--- src/rtl/morra_cinese_param.sv ---
// Parametrised two-player Morra Cinese match FSMD: one move pair per clock, registered manche/match results.
// Define SCORE_OUT_EN to expose the registered scores and played count as PUNTI1/PUNTI2/NUM_MANCHE.
module morra_cinese_param #(
    parameter int N_MOVES    = 3,
    parameter int MOVE_W     = 2,
    parameter int MIN_MANCHE = 4,
    parameter int LEAD       = 2,
    localparam int CNT_W     = $clog2(MIN_MANCHE + 2**(2*MOVE_W)) + 1
) (
    input  logic              clk,
    input  logic              INIZIO,
    input  logic [MOVE_W-1:0] PRIMO,
    input  logic [MOVE_W-1:0] SECONDO,
`ifdef SCORE_OUT_EN
    output logic [CNT_W-1:0]  PUNTI1,
    output logic [CNT_W-1:0]  PUNTI2,
    output logic [CNT_W-1:0]  NUM_MANCHE,
`endif
    output logic [1:0]        MANCHE,
    output logic [1:0]        PARTITA
);

    localparam logic [0:0] PLAY = 1'b0;
    localparam logic [0:0] OVER = 1'b1;

    localparam logic [MOVE_W+1:0] NM = (MOVE_W+2)'(N_MOVES);

    logic [0:0]        state;
    logic [CNT_W-1:0]  score1, score2, played, max_manche;
    logic              last_valid;
    logic              last_id;      // 0 = player 1 won last, 1 = player 2
    logic [MOVE_W-1:0] last_move;

    logic              p1_ok, p2_ok, is_draw, p1_wins, repeat_hit, manche_ok;
    logic [MOVE_W+1:0] diff_raw, diff;
    logic [MOVE_W-1:0] win_move;
    logic [CNT_W-1:0]  s1_n, s2_n, pl_n, gap;
    logic [1:0]        result, match;

    // NOTE: every signal gets a value on every path through always_comb, so no latch can be inferred.
    always_comb begin
        p1_ok    = (PRIMO != '0)   && ({2'b00, PRIMO}   <= NM);
        p2_ok    = (SECONDO != '0) && ({2'b00, SECONDO} <= NM);

        // Both codes lie in 1..N_MOVES when used, so one conditional subtract yields the modulo.
        diff_raw = {2'b00, PRIMO} + NM - {2'b00, SECONDO};
        diff     = (diff_raw >= NM) ? diff_raw - NM : diff_raw;
        is_draw  = (diff == '0);
        p1_wins  = diff[0];
        win_move = p1_wins ? PRIMO : SECONDO;

        repeat_hit = last_valid && !is_draw && (last_id == !p1_wins) && (win_move == last_move);
        manche_ok  = p1_ok && p2_ok && !repeat_hit;
        result     = is_draw ? 2'b11 : (p1_wins ? 2'b01 : 2'b10);

        s1_n = score1 + {{(CNT_W-1){1'b0}}, p1_wins};
        s2_n = score2 + {{(CNT_W-1){1'b0}}, !is_draw && !p1_wins};
        pl_n = played + CNT_W'(1);
        gap  = (s1_n >= s2_n) ? s1_n - s2_n : s2_n - s1_n;

        match = 2'b00;
        if (((pl_n >= CNT_W'(MIN_MANCHE)) && (gap >= CNT_W'(LEAD))) || (pl_n == max_manche)) begin
            if (s1_n > s2_n)      match = 2'b01;
            else if (s2_n > s1_n) match = 2'b10;
            else                  match = 2'b11;
        end
    end

    // NOTE: state registers use non-blocking assignments so every register samples pre-edge values.
    always_ff @(posedge clk) begin
        if (INIZIO) begin
            state      <= PLAY;
            MANCHE     <= 2'b00;
            PARTITA    <= 2'b00;
            score1     <= '0;
            score2     <= '0;
            played     <= '0;
            max_manche <= CNT_W'(MIN_MANCHE) + CNT_W'({PRIMO, SECONDO});
            last_valid <= 1'b0;
            last_id    <= 1'b0;
            last_move  <= '0;
        end else if (state == PLAY) begin
            if (manche_ok) begin
                MANCHE     <= result;
                PARTITA    <= match;
                score1     <= s1_n;
                score2     <= s2_n;
                played     <= pl_n;
                last_valid <= !is_draw;
                last_id    <= !p1_wins;
                last_move  <= win_move;
                if (match != 2'b00) state <= OVER;
            end else begin
                MANCHE <= 2'b00;
            end
        end else begin
            MANCHE <= 2'b00;
        end
    end

`ifdef SCORE_OUT_EN
    assign PUNTI1     = score1;
    assign PUNTI2     = score2;
    assign NUM_MANCHE = played;
`endif

endmodule
--- config.mk ---
export PLATFORM = sky130hd
export DESIGN_NAME = morra_cinese_param
export DESIGN_NICKNAME = d
export VERILOG_FILES = /design/src/rtl/morra_cinese_param.sv
export SDC_FILE = /design/constraint.sdc
export NUM_CORES = 1
export LEC_CHECK = 0
export CORE_MARGIN = 2
export CORE_UTILIZATION = 35
export CTS_CLUSTER_DIAMETER = 50
export DETAILED_ROUTE_END_ITERATION = 10
export SYNTH_ARGS = -nofsm -noshare
export SYNTH_HDL_FRONTEND = slang
export SYNTH_SLANG_ARGS = --single-unit
--- constraint.sdc ---
create_clock -name clk -period 9.4 [get_ports clk]
set_input_delay 1.41 -clock clk [delete_from_list [all_inputs] [get_ports clk]]
set_output_delay 1.41 -clock clk [all_outputs]
set_load 0.03 [all_outputs]
==> summary.txt <==
Outcome
  – Run status: complete, no violations

Clocking
  – Post CTS Setup Buffer Count: 0
  – Clock Sinks: 32
  – Cts hold-fix bufs: 0
  – Clk root buf: clkbuf_8
  – Later-pin clock latency in the skew report: roughly 0.29 ns
  – PostCTS Resize Cnt: 0
  – Clock Path Buffers: 2
  – Reg clk slew, reported paths: roughly 0.080 ns
  – H-Tree Depth: 2
  – CTS tree: yes
  – Cts bufs inserted: 5

Synth
  – Synth Instances: around 300
  – Ys flop type: dfxtp_1
  – Post-synthesis sequential area ratio: 0.2898
  – Asr flop ratio synth: 0
  – Library cells used by synthesis: 48
  – Synth Register Bits: 32
  – Post-Synthesis Cell Area: 2384 sq um
  – Post-synth EDFFs: 5
  – Post-synthesis net count: ~320
  – Yosys warning count: 0
  – Post-Syn Area per Cell: around 8.1 sq um

Flow run
  – Max-cap violations: 0

Die
  – I/O pins: 10
  – Die Area: between 7000 and 8000 sq um
  – Die X: between 80 and 90 um
  – Initial core utilization: 0.3567
  – Row count: 30
  – Core ar.: approximately 6700 sq um
  – Die span in y: 86.53 um

Placement
  – Number of cells after detailed placement: roughly 370
  – Placed instance area: between 2000 and 3000 sq um
  – Final Wtd Congestion: 0.8702
  – Dpl ws: about 2.6 ns
  – Hpwl dp: 3975 um
  – IO buf count: 9

Power
  – Total chip power: approximately 430 uW
  – Comb pwr share: 0.385
  – Clock share of power: 0.247
  – Power per cell area: between 150 and 200 nW/um^2
  – Lkg Pwr: ~1.1 nW
  – Switching share of total power: 0.3634
  – Int Pwr: 273.2 uW
  – Max IR drop VDD: between 0.00008 and 0.00009 V
  – Flop pwr share: 0.368
  – P_sw: about 160 uW

GRT
  – Gr ovfl total: 0
  – GRT Max-Usage Layer: met2
  – Global-route wire length before repair: approximately 8900 um
  – Largest net degree at the start of global routing: 34
  – Initial antenna violation count: 0
  – Met2 usage: 0.2385
  – Vias in the first global route: approximately 1,900
  – GR Util met3: 0.02667
  – All-Layer GR Usage: 0.1487
  – M1 GR Usage: 0.2015

Drt
  – Drc violations: 0
  – Final WL: approximately 5200 um
  – Vias/cell: roughly 5.3
  – Routed Antenna Nets: 0
  – First drt pass iteration count: 4
  – Via Count: ~2,000
  – WL/cell: around 14 um
  – Iter 0 DRT Violations: 179

Critical path
  – CP peak stage delay: between 0.6 and 0.7 ns
  – CP Data Arrival Time: 6.75 ns
  – CP Cell Sequence: clkdlybuf4s50_1 -> inv_1 -> ha_1 -> fa_1 -> ha_1 -> nand2b_1 -> o21ai_0 -> o21ai_0 -> nor2b_1 -> ha_1 -> ha_1 -> nand3_1 -> xnor2_1 -> ha_1 -> nand2_1 -> or4b_2 -> nand2_1 -> nor4_1 -> o2111ai_1 -> o211ai_1 -> o31ai_1
  – Most Frequent Cell on Critical Path: ha_1
  – Critical path fanouts, max: 11
  – Crit Path Class: in -> reg
  – Critical path capture point type: flip-flop
  – Worst path slowest cell: or4b_2
  – CP Data Required Time: 9.60 ns
  – FF-to-FF path depth: 12
  – Startpoint Class: primary input

Timing
  – RSZ-0062 raised after global routing: false
  – Final setup vio count: 0
  – Setup TNS: 0 ns
  – Worst setup margin: around 2.8 ns
  – Max-slew headroom: 0.4144
  – Hold Fails Final Rpt: 0
  – Tmin final: between 6 and 7 ns
  – Final Hold Slack: around 0.47 ns
  – Period utilisation layout: 0.6973
  – Fmax: 152.6 MHz
  – Fin Clk Skew: a little under 0.01 ns
  – Final Max Slew Viols: 0
  – Worst-margin pin slew: between 0.8 and 0.9 ns

Hold path
  – Hold crit path type: reg -> reg
  – Hold path cells: 2

Layout
  – Most frequent cells in the layout: nor2_1, dfxtp_1, nand2_1
  – Fillers: around 700
  – Layout overhead on the synthesized area: 10.45%
  – ANT cells: 0
  – Share of cells above drive strength 1: 0.06312
  – Post-route cell area: approximately 2600 sq um
  – Most common cell after layout, fill and taps aside: nor2_1
  – Cell Count, Final, Fillers Out: 381
  – Finished Core Util: 0.3940
  – Fin nets: ~330
-- cell families (layout without fill, tap and decap cells) --
family | count (synthesis) | in the layout | share of synthesized area
compound gates | 55 | 55 | 0.1564
xor+xnor | 33 | 33 | 0.1213
fa+ha+maj | 23 | 23 | 0.1270
buf+inv | 32 | 40 | 0.05144
flops | 32 | 32 | 0.2898
mux | 4 | 4 | 0.01680
simple gates | 114 | 114 | 0.2373
-- layer usage --
layer,up-vias,routed length (um)
li1,1038,-
met4,0,90
met2,45,2450
met3,9,225
met1,943,2460
met5,-,0
-- sequential cells by signal (all words and copies together), names as in the netlist --
register	count
score1	6
score2	6
last_valid	1
last_id	1
state	1
PARTITA	2
played	6
max_manche	5
last_move	2
MANCHE	2
-- synth_stat cells, types with 3 or more instances --
cell	count	area (sq um)
a21oi_1	14	70.07
ha_1	21	262.8
nand3_1	15	75.07
nor3_1	9	45.04
xnor2_1	18	157.7
nor2b_1	3	18.77
xor2_1	15	131.4
mux2i_1	4	40.04
nand2b_1	5	31.28
inv_1	21	78.83
nand4_1	3	18.77
a31oi_1	3	18.77
nand2_1	24	90.09
dfxtp_1	27	540.5
nor2_1	33	123.9
o211ai_1	4	30.03
edfxtp_1	5	150.1
o21ai_0	9	45.04
o2111ai_1	3	26.28
clkbuf_1	9	33.78
a211oi_1	6	45.04
and3_1	9	56.30
-- final timing paths --
path	endpoint	from	slack, ns
hold / removal	last_valid	last_valid	0.47
setup / recovery	PARTITA[0]	SECONDO[0]	2.84
hold reg to reg	last_valid	last_valid	0.47
setup reg to reg	PARTITA[0]	score1[0]	5.92
-- worst max-delay path: cells and delay by family --
kind / cells / cell delay, ns
fa+ha+maj: 6 / 1.93
compound gates: 5 / 1.12
xor+xnor: 1 / 0.20
buf+inv: 2 / 0.58
simple gates: 7 / 1.51
-- cell type report --
| cell class | instances | area, sq um | share of cell area |
|---|---|---|---|
| repair buffers | 11 | 105.1 | 0.03992 |
| clock inverters | 3 | 18.77 | 0.007129 |
| inverters | 21 | 78.83 | 0.02994 |
| multi-input cells | 229 | 1570 | 0.5965 |
| flip-flops and latches | 32 | 690.7 | 0.2624 |
| clock buffers | 5 | 68.82 | 0.02614 |
| well taps | 80 | 100.1 | 0.03802 |
-- power groups by stage --
| stage | logic (mW) | registers (mW) | clock network (mW) |
|---|---|---|---|
| 3_3_place_gp | 0.162 | 0.161 | 0 |
| 2_1_floorplan | 0.125 | 0.162 | 0 |
| 4_1_cts | 0.164 | 0.158 | 0.109 |
| 3_5_place_dp | 0.163 | 0.161 | 0 |
| 5_1_grt | 0.185 | 0.159 | 0.115 |
| 6_report | 0.165 | 0.158 | 0.106 |
No activity file was read; power rests on OpenSTA's default activity.
